File: config.mk
export PLATFORM = sky130hd
export DESIGN_NAME = teamd_serial_rx_controller
export DESIGN_NICKNAME = d
export VERILOG_FILES = /design/src/rtl/teamd_serial_rx_controller.sv
export SDC_FILE = /design/constraint.sdc
export NUM_CORES = 1
export LEC_CHECK = 0
export ABC_AREA = 1
export ABC_CLOCK_PERIOD_IN_PS = 1800
export CAP_MARGIN = 20
export CORE_UTILIZATION = 45
export CTS_BUF_LIST = sky130_fd_sc_hd__clkbuf_4 sky130_fd_sc_hd__clkbuf_8
export CTS_CLUSTER_SIZE = 14
export DETAILED_ROUTE_END_ITERATION = 10
export HOLD_SLACK_MARGIN = 0.05
export PLACE_DENSITY_LB_ADDON = 0.12
export SYNTH_ARGS = -nofsm -noshare
export SYNTH_HDL_FRONTEND = slang
export SYNTH_SLANG_ARGS = --single-unit
File: constraint.sdc
create_clock -name CLK -period 1.8 [get_ports CLK]
set_input_delay 0.45 -clock CLK [delete_from_list [all_inputs] [get_ports CLK]]
set_output_delay 0.45 -clock CLK [all_outputs]
set_load 0.01 [all_outputs]
File: src/rtl/teamd_serial_rx_controller.sv
// Receive sequencer for the TEAMD async serial line: start detect, 3-sample vote, shift strobes, stop check.
// Latency: 2-cycle input synchronizer; each result is registered one cycle after its third vote sample.
// Backpressure: none; the shift register must accept every ShiftEn strobe, and Enable low aborts at once.
module teamd_serial_rx_controller #(
    parameter int OVERSAMPLE = 16,
    parameter int DATA_BITS  = 7
) (
    input  logic CLK,
    input  logic RESET,
    input  logic Rx,
    input  logic Enable,
    output logic ShiftEn,
    output logic ShiftData,
    output logic iLoad,
    output logic FrameErr,
    output logic Busy
);

    localparam int MID = OVERSAMPLE / 2;
    localparam int TW  = $clog2(OVERSAMPLE);
    localparam int BW  = $clog2(DATA_BITS + 1);

    localparam logic [TW-1:0] T_ONE   = TW'(1);
    localparam logic [TW-1:0] T_MIDM1 = TW'(MID - 1);
    localparam logic [TW-1:0] T_MID   = TW'(MID);
    localparam logic [TW-1:0] T_MIDP1 = TW'(MID + 1);
    localparam logic [TW-1:0] T_LAST  = TW'(OVERSAMPLE - 1);
    localparam logic [BW-1:0] B_LAST  = BW'(DATA_BITS - 1);

    typedef enum logic [2:0] {
        S_IDLE,
        S_START,
        S_DATA,
        S_STOP,
        S_BREAK
    } state_t;

    state_t        state;
    logic [TW-1:0] tick;
    logic [BW-1:0] bit_cnt;
    logic          rx_m;
    logic          rx_s;
    logic          samp_a;
    logic          samp_b;
    logic          vote;

    // Two-flop synchronizer; resets to the idle (high) line level so reset never looks like a start bit
    always_ff @(posedge CLK or posedge RESET) begin
        if (RESET) begin
            rx_m <= 1'b1;
            rx_s <= 1'b1;
        end else begin
            rx_m <= Rx;
            rx_s <= rx_m;
        end
    end

    // 2-of-3 vote across ticks MID-1, MID and the current MID+1 sample
    assign vote = (samp_a & samp_b) | (samp_a & rx_s) | (samp_b & rx_s);

    // Frame sequencer with registered strobes; outputs default low so every pulse is one cycle wide
    always_ff @(posedge CLK or posedge RESET) begin
        if (RESET) begin
            state     <= S_IDLE;
            tick      <= '0;
            bit_cnt   <= '0;
            samp_a    <= 1'b1;
            samp_b    <= 1'b1;
            ShiftEn   <= 1'b0;
            ShiftData <= 1'b0;
            iLoad     <= 1'b0;
            FrameErr  <= 1'b0;
            Busy      <= 1'b0;
        end else begin
            ShiftEn   <= 1'b0;
            ShiftData <= 1'b0;
            iLoad     <= 1'b0;
            FrameErr  <= 1'b0;
            if (!Enable) begin
                state   <= S_IDLE;
                tick    <= '0;
                bit_cnt <= '0;
                Busy    <= 1'b0;
            end else begin
                if (tick == T_MIDM1) samp_a <= rx_s;
                if (tick == T_MID)   samp_b <= rx_s;
                case (state)
                    S_IDLE: begin
                        // this cycle is tick 0 of the start bit
                        if (!rx_s) begin
                            state <= S_START;
                            tick  <= T_ONE;
                            Busy  <= 1'b1;
                        end
                    end
                    S_START: begin
                        if (tick == T_MIDP1 && vote) begin
                            state <= S_IDLE;
                            tick  <= '0;
                            Busy  <= 1'b0;
                        end else if (tick == T_LAST) begin
                            state   <= S_DATA;
                            tick    <= '0;
                            bit_cnt <= '0;
                        end else begin
                            tick <= tick + 1'b1;
                        end
                    end
                    S_DATA: begin
                        if (tick == T_MIDP1) begin
                            ShiftEn   <= 1'b1;
                            ShiftData <= vote;
                        end
                        if (tick == T_LAST) begin
                            tick <= '0;
                            if (bit_cnt == B_LAST) state <= S_STOP;
                            else                   bit_cnt <= bit_cnt + 1'b1;
                        end else begin
                            tick <= tick + 1'b1;
                        end
                    end
                    S_STOP: begin
                        // early return to idle lets a back-to-back start be caught without a gap
                        if (tick == T_MIDP1) begin
                            tick    <= '0;
                            bit_cnt <= '0;
                            if (vote) begin
                                iLoad <= 1'b1;
                                state <= S_IDLE;
                                Busy  <= 1'b0;
                            end else begin
                                FrameErr <= 1'b1;
                                state    <= S_BREAK;
                            end
                        end else begin
                            tick <= tick + 1'b1;
                        end
                    end
                    S_BREAK: begin
                        // a line held low must not re-trigger frames
                        if (rx_s) begin
                            state <= S_IDLE;
                            Busy  <= 1'b0;
                        end
                    end
                    default: begin
                        state <= S_IDLE;
                        tick  <= '0;
                        Busy  <= 1'b0;
                    end
                endcase
            end
        end
    end

endmodule

==> results.sh <==
export IMPL_cts_buffers=3
export IMPL_core_area_mm2=0.00206
export IMPL_max_freq_mhz=604
export IMPL_maxSlewHeadroom=0.788
export IMPL_clkLatencyLatePin_ps=310
export IMPL_finalWirelength_mm=1.95
export IMPL_synth_area_leader_cell="sky130_fd_sc_hd__dfrtp_1"
export IMPL_holdCritStartpoint="rx_m$_DFF_PP1_"
export IMPL_reg2reg_slack_ps=220
export IMPL_rsz_0062_raised_after_global_routing="no"
export IMPL_placed_cells_incl_taps=168
export IMPL_worst_slew_pin_transition_ps=317
export IMPL_total_power_uw=1230
export IMPL_report_final_hold_viol_count=0
export IMPL_synth_top_cells_by_area="sky130_fd_sc_hd__dfrtp_1 (36%), sky130_fd_sc_hd__nand2_1 (11%), sky130_fd_sc_hd__dfstp_2 (10%)"
export IMPL_crit_required_ps=1350
export IMPL_netlist_instances=126
export IMPL_clock_sinks=19
export IMPL_clock_tree_htree_level_count=1
export IMPL_finish_instance_area_mm2=0.00122
export IMPL_count_of_instances_resized_after_the_clock_tree_is_built=0
export IMPL_ctsLongestPathBuffers=2
export IMPL_synth_warning_count=0
export IMPL_synth_area_mm2=0.00103
export IMPL_crit_path_max_incr_delay_ps=530
export IMPL_critical_path_fanout_max=2
export IMPL_yosysSeqAreaShare=0.464
export IMPL_drtIter0Drc=17
export IMPL_globalRouteTotalUtil=0.194
export IMPL_via_count=877
export IMPL_io_count=9
export IMPL_die_x_um=50.0
export IMPL_worst_ep_arrival_time_ps=1200
export IMPL_max_ir_drop_vdd_v=0.000625
export IMPL_post_route_cells_drive_above_1_share=0.186
export IMPL_avgSynthCellArea_um2=8.21
export IMPL_tritoncts="yes"
export IMPL_dpl_cell_area_mm2=0.00120
export IMPL_dieArea_mm2=0.00250
export IMPL_min_period_ps=1650
export IMPL_finalNetCount=155
export IMPL_routed_wl_per_cell_um=11.4
export IMPL_via_per_inst=5.10
export IMPL_ant_nets_after_route=0
export IMPL_power_density_mw_per_mm2=1000
export IMPL_slew_violations=0
export IMPL_die_h_um=50.0
export IMPL_floorplan_rows=16
export IMPL_final_setup_skew_ps=3.85
export IMPL_post_dp_hpwl_mm=1.58
export IMPL_worst_hold_path_endpoint="rx_s$_DFF_PP1_"
export IMPL_grt_max_degree=12
export IMPL_grt_first_pass_wirelength_mm=3.58
export IMPL_postCtsHoldBufs=0
export IMPL_reg2regPathDepth=11
export IMPL_reg2reg_to="state[1]$_DFFE_PP0P_"
export IMPL_number_of_antenna_violations_at_the_first_check_in_global_routing=0
export IMPL_netlist_cell_type_count=22
export IMPL_start_util=0.502
export IMPL_gpl_final_weighted_congestion=0.870
export IMPL_layout_area_overhead_vs_synth_pct=18.4
export IMPL_rr_startpoint="tick[1]$_DFFE_PP0P_"
export IMPL_min_path_type="reg -> reg"
export IMPL_mostFrequentLayoutCell="sky130_fd_sc_hd__nand2_1"
export IMPL_timing_hold_worst_path_depth=0
export IMPL_run_status="complete, no violations"
export IMPL_synth_ff_latch_count=19
export IMPL_count_of_buffering_cells_on_the_critical_path_with_inverters_included=1
export IMPL_synthesis_nets=135
export IMPL_critical_path_slowest_cell="sky130_fd_sc_hd__clkdlybuf4s50_1"
export IMPL_buffer_ports_inserted=8
export IMPL_cpLargestDelayFamily="buffers and inverters"
export IMPL_synthDominantCellAreaShare=0.363
export IMPL_post_cts_setup_buffers=0
export IMPL_n_antenna_cell=0
export IMPL_ctsRootBufferMaster="sky130_fd_sc_hd__clkbuf_4"
export IMPL_setup_violations=0
export IMPL_crit_path_start_kind="register"
export IMPL_post_route_period_util=0.919
export IMPL_overflow=0
export IMPL_drtPass1Iterations=4
export IMPL_cellLeakagePower_uw=0.000560
export IMPL_cts_reportedPaths_clkPinSlew_ps=110
export IMPL_finish_cell_count_without_fillers=172
export IMPL_via_count_of_the_first_global_routing_pass=830
export IMPL_remaining_drc_errors=0
export IMPL_cp_end_kind="primary output"
export IMPL_most_common_layout_cells="sky130_fd_sc_hd__nand2_1 (30), sky130_fd_sc_hd__dfrtp_1 (15), sky130_fd_sc_hd__nor2_1 (13)"
export IMPL_cap_violations=0
export IMPL_timing_critical_path_cells="clkdlybuf4s50_1"
export IMPL_setup_worst_path_class="reg -> out"
[registers in the layout, indices dropped and copies added (netlist names)]
signal,count
FrameErr,1
bit_cnt,3
iLoad,1
ShiftEn,1
ShiftData,1
samp_b,1
rx_s,1
Busy,1
samp_a,1
state,3
tick,4
rx_m,1
[cell type report]
class | instances | area, µm²
Fill cell | 177 | 837
Multi-Input combinational cell | 91 | 487
Timing Repair Buffer | 16 | 140
Clock buffer | 3 | 22.5
Tap cell | 27 | 33.8
Inverter | 15 | 56.3
Sequential cell | 19 | 480
Clock inverter | 1 | 5.00
[per-stage QoR]
step | util | hold slack [ps] | TNS [ps] | worst slack, ps
after global placement | 0.581 | 347 | -34.0 | -20.1
after floorplan | - | 345 | 0 | 407
final | 0.594 | 361 | 0 | 146
after detailed placement | 0.581 | 347 | -147 | -37.9
after CTS | 0.594 | 362 | 0 | 123
after global routing | 0.594 | 370 | 0 | 35.0
[logic make-up (layout without fill, tap and decap cells)]
group,count (synthesis),after routing,share of synthesized area
AND/OR/NAND/NOR,69,69,0.308
flip-flops,19,19,0.464
buffers and inverters,16,35,0.0653
AO/OA/AOI/OAI,14,14,0.0762
adder cells (fa/ha/maj),5,5,0.0605
XOR/XNOR,3,3,0.0254
[Yosys cell counts]
cell type,instances
sky130_fd_sc_hd__inv_1,12
sky130_fd_sc_hd__nor3_2,2
sky130_fd_sc_hd__a21oi_1,5
sky130_fd_sc_hd__ha_1,5
sky130_fd_sc_hd__xnor2_1,2
sky130_fd_sc_hd__nand3_1,12
sky130_fd_sc_hd__nand4_1,5
sky130_fd_sc_hd__nand2_2,2
sky130_fd_sc_hd__o21ai_0,5
sky130_fd_sc_hd__inv_2,3
sky130_fd_sc_hd__dfrtp_1,15
sky130_fd_sc_hd__dfstp_2,4
sky130_fd_sc_hd__nor2_2,2
sky130_fd_sc_hd__a21oi_2,1
sky130_fd_sc_hd__nor3_1,2
sky130_fd_sc_hd__buf_6,1
sky130_fd_sc_hd__o21bai_1,1
sky130_fd_sc_hd__nand2_1,30
sky130_fd_sc_hd__nor2_4,1
sky130_fd_sc_hd__xor2_1,1
sky130_fd_sc_hd__nor2_1,13
sky130_fd_sc_hd__o22ai_1,2
[report_power, final]
part / switching [µW] / internal [µW] / total, µW
Clock: 135 / 83.1 / 218
Combinational: 258 / 184 / 442
Sequential: 80.0 / 490 / 570
[worst max path at each step]
stage | start | end | slack, ps | cells after the start
after global placement | Enable | state[1]$_DFFE_PP0P_ | -20 | 8
after floorplan | tick[0]$_DFFE_PP0P_ | bit_cnt[0]$_DFFE_PP0P_ | 410 | 8
after detailed placement | Enable | bit_cnt[2]$_DFFE_PP0P_ | -40 | 9
after global routing | tick[0]$_DFFE_PP0P_ | bit_cnt[2]$_DFFE_PP0P_ | 30 | 9
after CTS | Busy$_DFFE_PP0P_ | Busy | 120 | 1
final | Busy$_DFFE_PP0P_ | Busy | 150 | 1
[routing by layer]
layer,wire length [µm],global-route usage,up-vias
met3,101,0.0556,4
met1,923,0.260,399
met2,892,0.284,23
met5,0,0,-
li1,-,-,451
met4,36,0.0952,0
Note: power is estimated with default switching activity, not from simulation.
